[config.mk]
export PLATFORM = sky130hd
export DESIGN_NAME = whack_score_tracker
export DESIGN_NICKNAME = d
export VERILOG_FILES = /design/src/rtl/whack_score_tracker.sv
export SDC_FILE = /design/constraint.sdc
export NUM_CORES = 1
export LEC_CHECK = 0
export CORE_MARGIN = 8
export CORE_UTILIZATION = 30
export DETAILED_ROUTE_END_ITERATION = 10
export HOLD_SLACK_MARGIN = 0.03
export PLACE_DENSITY = 0.55
export SETUP_SLACK_MARGIN = 0.1
export SLEW_MARGIN = 30
export SYNTH_ARGS = -nofsm -noshare
export SYNTH_HDL_FRONTEND = slang
export SYNTH_SLANG_ARGS = --single-unit
[constraint.sdc]
create_clock -name clock_i -period 7.1 [get_ports clock_i]
set_input_delay 1.065 -clock clock_i [delete_from_list [all_inputs] [get_ports clock_i]]
set_output_delay 1.065 -clock clock_i [all_outputs]
set_load 0.02 [all_outputs]
[src/rtl/whack_score_tracker.sv]
// whack_score_tracker: whack detection, scoring, miss counting and IDLE/PLAY/DONE sequencing.
// Optional MISS_PENALTY_EN: each miss cycle also takes one point off the score, floored at 0.
module whack_score_tracker #(
  parameter int NUM_MOLES  = 16,
  parameter int MAX_SCORE  = 9999,
  parameter int MISS_WIDTH = 8
) (
  input  logic                  clock_i,
  input  logic                  reset_i,
  input  logic                  game_active_i,
  input  logic                  tick_i,
  input  logic [NUM_MOLES-1:0]  moles_i,
  input  logic [NUM_MOLES-1:0]  switches_i,
  output logic                  whacked_o,
  output logic [NUM_MOLES-1:0]  hit_mask_o,
  output logic [15:0]           score_o,
  output logic [MISS_WIDTH-1:0] miss_count_o,
  output logic [15:0]           high_score_o,
  output logic [1:0]            state_o
);
  typedef enum logic [1:0] {IDLE = 2'b00, PLAY = 2'b01, DONE = 2'b10} state_e;
  localparam int CW = $clog2(NUM_MOLES + 1);

  state_e                state_q, state_d;
  logic [NUM_MOLES-1:0]  sw_s1_q, sw_s2_q, sw_prev_q, mask_q, mask_d;
  logic [15:0]           score_q, score_d, high_q, high_d;
  logic [MISS_WIDTH-1:0] miss_q, miss_d;
  logic                  active_prev_q, whacked_q, whacked_d;
  logic [NUM_MOLES-1:0]  toggled, hits;
  logic                  start, miss;
  logic [CW-1:0]         cnt;
  logic [17:0]           sum;
  logic [15:0]           clamped;

  always_comb begin
    toggled = sw_s2_q ^ sw_prev_q;
    start   = game_active_i & ~active_prev_q;
    hits    = toggled & moles_i & ~mask_q;
    miss    = |(toggled & ~moles_i);
    cnt     = '0;
    for (int i = 0; i < NUM_MOLES; i++) cnt = cnt + CW'(hits[i]);
    sum = 18'(score_q) + 18'(cnt);
`ifdef MISS_PENALTY_EN
    sum = sum - 18'(miss);
`endif
    // bit 17 set means the penalty drove the sum below zero
    clamped   = sum[17] ? 16'd0 : (sum > 18'(MAX_SCORE) ? 16'(MAX_SCORE) : sum[15:0]);
    state_d   = state_q;
    score_d   = score_q;
    miss_d    = miss_q;
    mask_d    = mask_q;
    high_d    = high_q;
    whacked_d = 1'b0;
    if (state_q == PLAY) begin
      if (!game_active_i) begin
        state_d = DONE;
        high_d  = score_q > high_q ? score_q : high_q;
      end else begin
        score_d   = clamped;
        miss_d    = (miss && !(&miss_q)) ? miss_q + MISS_WIDTH'(1) : miss_q;
        mask_d    = tick_i ? '0 : (mask_q | hits);
        whacked_d = |hits;
      end
    end else if (start) begin
      state_d = PLAY;
      score_d = '0;
      miss_d  = '0;
      mask_d  = '0;
    end
  end

  always_ff @(posedge clock_i or negedge reset_i) begin
    if (!reset_i) begin
      state_q       <= IDLE;
      sw_s1_q       <= '0;
      sw_s2_q       <= '0;
      sw_prev_q     <= '0;
      active_prev_q <= 1'b0;
      mask_q        <= '0;
      score_q       <= '0;
      high_q        <= '0;
      miss_q        <= '0;
      whacked_q     <= 1'b0;
    end else begin
      state_q       <= state_d;
      sw_s1_q       <= switches_i;
      sw_s2_q       <= sw_s1_q;
      sw_prev_q     <= sw_s2_q;
      active_prev_q <= game_active_i;
      mask_q        <= mask_d;
      score_q       <= score_d;
      high_q        <= high_d;
      miss_q        <= miss_d;
      whacked_q     <= whacked_d;
    end
  end

  assign whacked_o    = whacked_q;
  assign hit_mask_o   = mask_q;
  assign score_o      = score_q;
  assign miss_count_o = miss_q;
  assign high_score_o = high_q;
  assign state_o      = state_q;
endmodule
==> results of run 1 <==
[per-layer routing]
| metal | global-route usage (%) | vias up | routed length (um) |
|---|---|---|---|
| li1 | - | 1964 | - |
| met1 | 14.2 | 2047 | 5830 |
| met2 | 21.2 | 91 | 6700 |
| met3 | 4.33 | 11 | 820 |
| met4 | 3.41 | 0 | 198 |
| met5 | 0 | - | 0 |
[synth_stat cells (4+ instances only)]
library cell	n	area [um2]
xor2_1	20	175
mux2_2	15	169
a21oi_1	37	185
nand4_1	9	56.3
nand2b_1	6	37.5
nor4_1	4	25.0
ha_1	25	313
o21ai_0	29	145
nand3_1	9	45.0
a22oi_1	9	67.6
nand2_1	48	180
nand3b_1	7	52.6
fa_1	12	240
clkbuf_1	7	26.3
nor2_1	29	109
xnor2_1	4	35.0
dfrtp_1	108	2700
inv_1	58	218
a21o_1	6	45.0
nor2b_1	7	43.8
a31oi_1	5	31.3
[area by class of cell]
| cell class | count | area (um2) | area share (%) |
|---|---|---|---|
| well taps | 229 | 287 | 4.14 |
| flip-flops and latches | 108 | 2700 | 39.0 |
| repair buffers | 95 | 950 | 13.7 |
| inverters | 58 | 218 | 3.15 |
| multi-input cells | 339 | 2490 | 36.0 |
| clock buffers | 9 | 225 | 3.25 |
| clock inverters | 6 | 50.0 | 0.723 |
[power by group]
group	switching [mW]	internal, mW	total [mW]
registers	0.0357	0.650	0.686
clock network	0.231	0.239	0.470
logic	0.285	0.204	0.489
[cells in the final DEF, fill, tap and decap left out, types with 6 or more instances in the layout]
| cell | instances |
|---|---|
| a21o_1 | 6 |
| a21oi_1 | 37 |
| a22oi_1 | 9 |
| clkbuf_16 | 9 |
| clkdlybuf4s50_1 | 93 |
| dfrtp_1 | 108 |
| fa_1 | 12 |
| ha_1 | 25 |
| inv_1 | 58 |
| mux2_2 | 15 |
| nand2_1 | 47 |
| nand2b_1 | 6 |
| nand3_1 | 9 |
| nand3b_1 | 7 |
| nand4_1 | 9 |
| nor2_1 | 29 |
| nor2b_1 | 7 |
| o21ai_0 | 29 |
| xor2_1 | 20 |
[cell families (layout without fill, tap and decap cells)]
group	count (synthesis)	count (layout)	synth area share [%]
AND/OR/NAND/NOR	139	139	12.9
AO/OA/AOI/OAI	120	120	14.7
flip-flops	108	108	49.7
buffers and inverters	68	168	4.80
adder cells (fa/ha/maj)	37	37	10.2
XOR/XNOR	25	25	4.16
multiplexers	18	18	3.66
[flip-flops by register name, summed over array words and instances, names as in the netlist]
| name | count |
|---|---|
| sw_prev_q | 16 |
| miss_count_o | 8 |
| sw_s2_q | 16 |
| sw_s1_q | 16 |
| whacked_o | 1 |
| active_prev_q | 1 |
| high_score_o | 16 |
| hit_mask_o | 16 |
| score_o | 16 |
| state_o | 2 |
[stage by stage]
step | hold WS (ps) | instances | worst slack, ps | utilization (%)
after global placement | 333 | 829 | 705 | 37.0
final | 349 | 844 | 871 | 38.7
after floorplan | 331 | 515 | 1440 | -
after CTS | 351 | 844 | 918 | 38.6
after global routing | 358 | 844 | 599 | 38.7
after detailed placement | 335 | 829 | 557 | 37.1
[worst min-delay path by stage]
stage / depth (start not counted) / slack, ps / end / start
2_1_floorplan: 0 / 330 / sw_s2_q[0] / sw_s1_q[0]
3_3_place_gp: 0 / 330 / sw_s2_q[2] / sw_s1_q[2]
3_5_place_dp: 0 / 330 / sw_s2_q[2] / sw_s1_q[2]
4_1_cts: 0 / 350 / sw_s2_q[2] / sw_s1_q[2]
5_1_grt: 0 / 360 / sw_s2_q[2] / sw_s1_q[2]
6_report: 0 / 350 / sw_s2_q[2] / sw_s1_q[2]
==> metrics, run 1 <==
status complete, no violations; slowest CP cell fa_1; Peak VDD IR 0.152 mV; TritonCTS clock tree done; CP bufs+invs 5; fraction of registers with async set/reset 100%; H-tree Lvls 3; routed len/inst about 16 um; Final setup viols 0; # clock sinks 108; Startpoint Class input port; mean post-synth cell area about 11 um2; Synth warnings 0; fmax 161 MHz; delay-heaviest family, CP adder cells; Final Skew 6.07 ps; Clk Latency, worst-skew pair 350 ps; # fillers about 1700; placeable core area ~0.018 mm2; gr ovfl total 0; slowest stage delay, CP between 500 and 600 ps; 1st-iter DRT viols 173; min cycle time layout 6230 ps; RSZ-0062 raised after global routing false; layout cells sized above 1 7.48%; post-synthesis sequential area ratio just under 50%; DIE AREA 0.0227 mm2; DRT antenna net count 0; number of synthesized flops with an enable pin 0; CP arrival roughly 6500 ps; I/O Pins 95; most used cell along the critical path fa_1; postcts setup bufs 0; critical path endpoint category flip-flop; Area Overhead vs Synth 27.2%; die width 151 um; Post-CTS Resized 0; antenna violations before repair 0; CTS max path bufs 2; Clock transition at path regs ~70 ps; first-pass GRT wire length approximately 22000 um; Max Fanout on Critical Path 5; Die Span Y 151 um; Worst Path Required approximately 7300 ps; vias in the first global route about 4300; Antenna Cells 0; Final Cycle Share between 80% and 90%; Rows 49; fin area between 0.006 and 0.007 mm2; routed wire length 13500 um; First-pass DRT Iterations 4; FF-to-FF path depth 20; Final Net Count just under 700; Post-Syn Instances 515; Seq cells post-synth roughly 110; Max Cap Viol 0; Max Transition Viols Final 0; Critical Path Start moles_i[12]; GP Congestion 0.878; Via Count ~4000; critical-path cell list clkdlybuf4s50_1 -> nand2_1 -> nor2_1 -> inv_1 -> fa_1 -> inv_1 -> fa_1 -> inv_1 -> fa_1 -> fa_1 -> fa_1 -> inv_1 -> fa_1 -> a21oi_1 -> nand4b_1 -> nand3_1 -> a211o_1 -> o311ai_4 -> a2111oi_0 -> a221o_1; post-detail-place hpwl 10400 um; CP Capture Point score_o[5]; power density over cell area 238 mW/mm2; setup_tns 0 ps; placed cell area 0.00664 mm2; Leakage a little over 3 nW; CP Class input port to flip-flop; worst min-delay path class flip-flop to flip-flop; Via density 4.87; syn_nets between 500 and 600; Syn Std Cell Area 0.00544 mm2; port bufs 94; Primary FF master, synth dfrtp_1; max_slew headroom 40.7%; gr usage total 12.3%; Final Hold Violating Endpoints 0; Tightest Pin Transition 890 ps; CTS root buf clkbuf_16; Starting Density 30.4%; synth unique cells 62; # DRC 0; critical path depth 20; largest net degree at the start of global routing 70; Total Power about 1.6 mW; Critical R2R Launch sw_s2_q[12]; hold buffer count at CTS 0; Worst R2R End score_o[5]; total CTS buffers 9; r2r setup slk 1430 ps
No activity file was read; power rests on OpenSTA's default activity.
==> run 2: changes to the inputs <==
--- a/config.mk
+++ b/config.mk
@@ -7,10 +7,11 @@
 export LEC_CHECK = 0
 export CORE_MARGIN = 8
 export CORE_UTILIZATION = 30
+export CTS_BUF_LIST = sky130_fd_sc_hd__clkbuf_4 sky130_fd_sc_hd__clkbuf_8 sky130_fd_sc_hd__clkbuf_16
 export DETAILED_ROUTE_END_ITERATION = 10
 export HOLD_SLACK_MARGIN = 0.03
 export PLACE_DENSITY = 0.55
-export SETUP_SLACK_MARGIN = 0.1
+export SETUP_SLACK_MARGIN = 0.02
 export SLEW_MARGIN = 30
 export SYNTH_ARGS = -nofsm -noshare
 export SYNTH_HDL_FRONTEND = slang
==> results of run 2 <==
No change in the layout: final DEF, timing and power equal those of run 1.
